## config.mk

```make
export PLATFORM = sky130hd
export DESIGN_NAME = map_sensor_scan
export DESIGN_NICKNAME = d
export VERILOG_FILES = /design/src/rtl/map_sensor_scan.sv
export SDC_FILE = /design/constraint.sdc
export NUM_CORES = 1
export LEC_CHECK = 0
export CAP_MARGIN = 25
export CORE_MARGIN = 3
export CORE_UTILIZATION = 32
export DETAILED_ROUTE_END_ITERATION = 6
export PLACE_DENSITY = 0.57
export SLEW_MARGIN = 5
export SYNTH_ARGS = -nofsm -noshare
export SYNTH_HDL_FRONTEND = slang
export SYNTH_SLANG_ARGS = --single-unit
```

## constraint.sdc

```tcl
create_clock -name clk -period 3.11 [get_ports clk]
set_clock_uncertainty 0.05 [all_clocks]
set_input_delay 0.311 -clock clk [delete_from_list [all_inputs] [get_ports clk]]
set_output_delay 0.311 -clock clk [all_outputs]
set_load 0.005 [all_outputs]
```

## src/rtl/map_sensor_scan.sv

```systemverilog
`default_nettype none
// ============================================================================
// Module   : map_sensor_scan
// Purpose  : Reads the map tile under the bot plus its four orthogonal
//            neighbours over ROM port B and returns them as one result.
// Revision : 1.0
// ============================================================================
module map_sensor_scan #(
   parameter int unsigned READ_LAT     = 1,
   parameter logic [1:0]  OFF_MAP_CODE = 2'b10
) (
   input  logic        clk,
   input  logic        reset,
   input  logic        i_req,
   input  logic [6:0]  i_loc_x,
   input  logic [6:0]  i_loc_y,
   output logic        o_ready,
   output logic        o_done,
   output logic [1:0]  o_tile_c,
   output logic [1:0]  o_tile_n,
   output logic [1:0]  o_tile_e,
   output logic [1:0]  o_tile_s,
   output logic [1:0]  o_tile_w,
   output logic [13:0] o_addrb,
   input  logic [1:0]  i_doutb
);

   typedef enum logic [2:0] {
      S_IDLE = 3'd0,
      S_ADDR = 3'd1,
      S_WAIT = 3'd2,
      S_CAPT = 3'd3,
      S_DONE = 3'd4
   } state_t;

   localparam logic [1:0] c_WAIT_LAST = 2'(READ_LAT - 1);
   localparam logic [2:0] c_LAST_STEP = 3'd4;

   state_t      r_state;
   state_t      w_next;
   logic [6:0]  r_x;
   logic [6:0]  r_y;
   logic [2:0]  r_k;
   logic [1:0]  r_wcnt;
   logic [13:0] r_addrb;
   logic        r_done;
   logic [1:0]  r_sh_c, r_sh_n, r_sh_e, r_sh_s, r_sh_w;
   logic [1:0]  r_tile_c, r_tile_n, r_tile_e, r_tile_s, r_tile_w;

   logic        w_off;
   logic [6:0]  w_nx;
   logic [6:0]  w_ny;
   logic [1:0]  w_code;

   // Neighbour coordinate for step k; w_off flags a step that would leave the map.
   always_comb begin
      w_nx  = r_x;
      w_ny  = r_y;
      w_off = 1'b0;
      case (r_k)
         3'd1: begin w_ny = r_y - 7'd1; w_off = (r_y == 7'd0);   end
         3'd2: begin w_nx = r_x + 7'd1; w_off = (r_x == 7'd127); end
         3'd3: begin w_ny = r_y + 7'd1; w_off = (r_y == 7'd127); end
         3'd4: begin w_nx = r_x - 7'd1; w_off = (r_x == 7'd0);   end
         default: ;
      endcase
   end

   assign w_code = w_off ? OFF_MAP_CODE : i_doutb;

   always_ff @(posedge clk or posedge reset) begin
      if (reset) begin
         r_state <= S_IDLE;
      end else begin
         r_state <= w_next;
      end
   end

   always_comb begin
      w_next = r_state;
      case (r_state)
         S_IDLE: if (i_req) w_next = S_ADDR;
         S_ADDR: w_next = S_WAIT;
         S_WAIT: if (r_wcnt == c_WAIT_LAST) w_next = S_CAPT;
         S_CAPT: w_next = (r_k == c_LAST_STEP) ? S_DONE : S_ADDR;
         S_DONE: w_next = S_IDLE;
         default: w_next = S_IDLE;
      endcase
   end

   always_ff @(posedge clk or posedge reset) begin
      if (reset) begin
         r_x      <= 7'd0;
         r_y      <= 7'd0;
         r_k      <= 3'd0;
         r_wcnt   <= 2'd0;
         r_addrb  <= 14'd0;
         r_done   <= 1'b0;
         r_sh_c   <= 2'b00;
         r_sh_n   <= 2'b00;
         r_sh_e   <= 2'b00;
         r_sh_s   <= 2'b00;
         r_sh_w   <= 2'b00;
         r_tile_c <= 2'b00;
         r_tile_n <= 2'b00;
         r_tile_e <= 2'b00;
         r_tile_s <= 2'b00;
         r_tile_w <= 2'b00;
      end else begin
         r_done <= (r_state == S_DONE);
         case (r_state)
            S_IDLE: begin
               if (i_req) begin
                  r_x <= i_loc_x;
                  r_y <= i_loc_y;
                  r_k <= 3'd0;
               end
            end
            S_ADDR: begin
               // Off-map steps park the address on the centre tile instead of wrapping.
               r_addrb <= w_off ? {r_y, r_x} : {w_ny, w_nx};
               r_wcnt  <= 2'd0;
            end
            S_WAIT: r_wcnt <= r_wcnt + 2'd1;
            S_CAPT: begin
               case (r_k)
                  3'd0:    r_sh_c <= w_code;
                  3'd1:    r_sh_n <= w_code;
                  3'd2:    r_sh_e <= w_code;
                  3'd3:    r_sh_s <= w_code;
                  default: r_sh_w <= w_code;
               endcase
               if (r_k != c_LAST_STEP) r_k <= r_k + 3'd1;
            end
            S_DONE: begin
               r_tile_c <= r_sh_c;
               r_tile_n <= r_sh_n;
               r_tile_e <= r_sh_e;
               r_tile_s <= r_sh_s;
               r_tile_w <= r_sh_w;
            end
            default: ;
         endcase
      end
   end

   assign o_ready  = (r_state == S_IDLE);
   assign o_done   = r_done;
   assign o_addrb  = r_addrb;
   assign o_tile_c = r_tile_c;
   assign o_tile_n = r_tile_n;
   assign o_tile_e = r_tile_e;
   assign o_tile_s = r_tile_s;
   assign o_tile_w = r_tile_w;

endmodule
`default_nettype wire

```

==> out/results.ini <==
[status]
status = finished, final reports clean

[synthesis]
yosys.area.top_type = dfrtp_1
yosys_warnings = 0
yosysMostFrequentCell = dfrtp_1
avgSynthCellArea_um2 = 10.63
yosysTopAreaCellShare_pct = 48.78
ys_seq_area_share_pct = 48.78
synthFlopType = dfrtp_1
synth_commonest_cells = 57 x dfrtp_1, 34 x nand2_1, 24 x mux2_2, 17 x o21ai_1, 15 x o21ai_0
ys_ff_latch = 57
synth_nets = 308
synth_cell_types = 46
synthCells = 275
async_flop_share_pct = 100.0
syn_area_um2 = 2924
synth_edf_count = 0
synth.area.top_cells = dfrtp_1 49%, mux2_2 9.2%, ha_1 5.6%

[pwr]
p_leak_uw = 0.001576
irDropWorstVdd_uv = 382.4
power_frac_clock_pct = 22.1
p_seq_share_pct = 35.8
p_int_uw = 2543
switching_share_pct = 36.04
powerDensity_nw_per_um2 = 1060
pwr-share-comb_pct = 42.1
switchingPower_uw = 1433

[die]
dieArea_um2 = 10320
fp.dieH_um = 101.6
start_util_pct = 33.21
rows = 34
fp.coreArea_um2 = 8806
fp.dieW_um = 101.6
io_pins = 45

[timing]
rsz0062_at_grt = false
setup_viol = 0
slew_viol_final = 0
finalCritPeriodShare_pct = 93.75
max_freq_ghz = 0.3430
max-slew-margin-rel_pct = 39.43
finalHoldViolCount = 0
tightest_slew_ns = 0.9058
hold_slack_ns = 0.4234
fin_crit_ns = 2.916

[setup_path]
worst_setup_path_end_kind = register
cp.arrival_ns = 3.09
r2r_cells = 10
r2r_end = o_addrb[13]$_DFFE_PP0P_
cp-startpoint = r_k[0]$_DFFE_PP0P_
setup.worst_path.start_class = register
crit_type = register to register
crit_required_ns = 3.29
r2r-start = r_k[0]$_DFFE_PP0P_
r2r_slack_ns = 0.19
cp_max_fo = 8

[global_routing]
grt_max_degree = 58
grt_overflow_total = 0
grt_pass1_vias = 2253
grt_usage_pct = 13.51
antenna_found_initial = 0
grt_pass1_wl_mm = 10.86

[clock_network]
cts_buffers = 9
cts_hold_buf = 0
post_cts_buffers = 0
clock_path_buffers = 2
htree_levels = 3
cts.clk_slew.worst_paths_ns = 0.07
clkSinkCount = 57
clock_tree.root_cell = clkbuf_8
cts_tree = done
clk_latency_ns = 0.34

[routing]
dr.pass1.iters = 6
routed_via_density = 4.970
ant_nets = 0
drt-wirelength-per-cell_um = 14.34
wirelength_mm = 6.283
via_count = 2177
drc = 0
drt_iter0_markers = 83

[placed_design]
place_inst = 422
port_buffers = 44
place_congestion = 0.8019
hpwl_mm = 4.559

[flow_run]
maxCapViolations = 0

[layout]
diodes = 0
syn2layout_area_growth_pct = 28.28
drive_gt1_share_pct = 16.06
stdcell_count = 438
nNetsFinal = 358

[worst_hold_path]
hold_class = input pin to asynchronous set/reset pin

layer usage:
layer / vias to the layer above / global-route usage [%] / wire (um)
li1: 1084 / - / -
met1: 1030 / 17.18 / 2869
met5: - / 0 / 0
met3: 11 / 2.893 / 258
met4: 0 / 7.771 / 157
met2: 52 / 21.23 / 2998
final cells by class:
cell class                 instances  area (um^2)
fill                             846         5055
sequential                        57         1426
multi-input combinational        197         1414
timing repair buffer              50        485.5
clock buffer                      10        137.6
tap                              108        135.1
clock inverter                     6        115.1
inverter                          10        37.54
layout by cell type, fill, tap and decap left out, types with 3 or more instances in the layout:
master and n:
mux2_2 24, dfrtp_1 57, nand2_1 34, xor2_1 9, nand4_1 10, o21ai_0 15
xnor2_1 3, nor2_1 9, nor3b_1 3, nand3_1 8, clkdlybuf4s50_1 44, nor3_1 3
inv_1 8, mux2i_1 8, buf_4 6, a21oi_1 7, bufinv_16 3, clkbuf_8 10
ha_1 13, nand3b_1 3, o21ai_1 17
worst max-delay path, stage by stage (launching register included):
cell and delay [ns]:
dfrtp_1 0.43, ha_1 0.24, ha_1 0.21, inv_2 0.15, ha_1 0.32, a211oi_2 0.33
nor4b_1 0.11, a2111oi_2 0.38, o2111ai_2 0.16, xnor2_1 0.15, mux2_4 0.26
power by group through the flow:
| stage | logic (uW) | clock network, uW | registers, uW |
|---|---|---|---|
| detailed placement | 1660 | 0 | 1440 |
| finish | 1670 | 877 | 1420 |
| floorplan | 1150 | 0 | 1330 |
| global route | 1900 | 928 | 1490 |
| global placement | 1610 | 0 | 1430 |
| CTS | 1680 | 892 | 1430 |
logic make-up (layout without fill, tap and decap cells):
logic type,Yosys count,count (layout),share of synthesized area [%]
AO/OA/AOI/OAI,57,57,12.11
flip-flops,57,57,48.78
adder cells (fa/ha/maj),14,14,6.247
buffers and inverters,21,76,3.252
AND/OR/NAND/NOR,81,81,13.52
XOR/XNOR,12,12,3.595
multiplexers,33,33,12.49
state kept, by name (all words and copies together), names as in the netlist, 3 cells and up:
register  cells
o_addrb      14
r_x           7
r_y           7
r_k           3
r_state       3
repair_timing:
action,CTS,global route
setup endpoints to repair,1,1
pin swaps,0,1
gates resized for setup,2,2
stage by stage:
stage	util [%]	cell area [um^2]	power, uW	setup TNS, ns	setup WS, ns
final	42.60	3751	3975	0	0.1945
after global routing	42.60	3751	4315	0	0.01375
after CTS	42.54	3746	4003	0	0.04606
after detailed placement	39.60	3487	3099	-0.1184	-0.1184
after global placement	39.60	3487	3038	0	0.03096
after floorplan	-	2924	2475	0	0.1935
how the worst max path moves through the flow:
| stage | endpoint | slack [ns] | depth (start not counted) |
|---|---|---|---|
| after floorplan | o_addrb[13]$_DFFE_PP0P_ | 0.19 | 10 |
| after global placement | o_addrb[13]$_DFFE_PP0P_ | 0.03 | 10 |
| after detailed placement | o_addrb[13]$_DFFE_PP0P_ | -0.12 | 10 |
| after CTS | o_addrb[13]$_DFFE_PP0P_ | 0.05 | 10 |
| after global routing | o_addrb[13]$_DFFE_PP0P_ | 0.01 | 10 |
| final | o_addrb[13]$_DFFE_PP0P_ | 0.19 | 10 |
No activity file was read; power rests on OpenSTA's default activity.
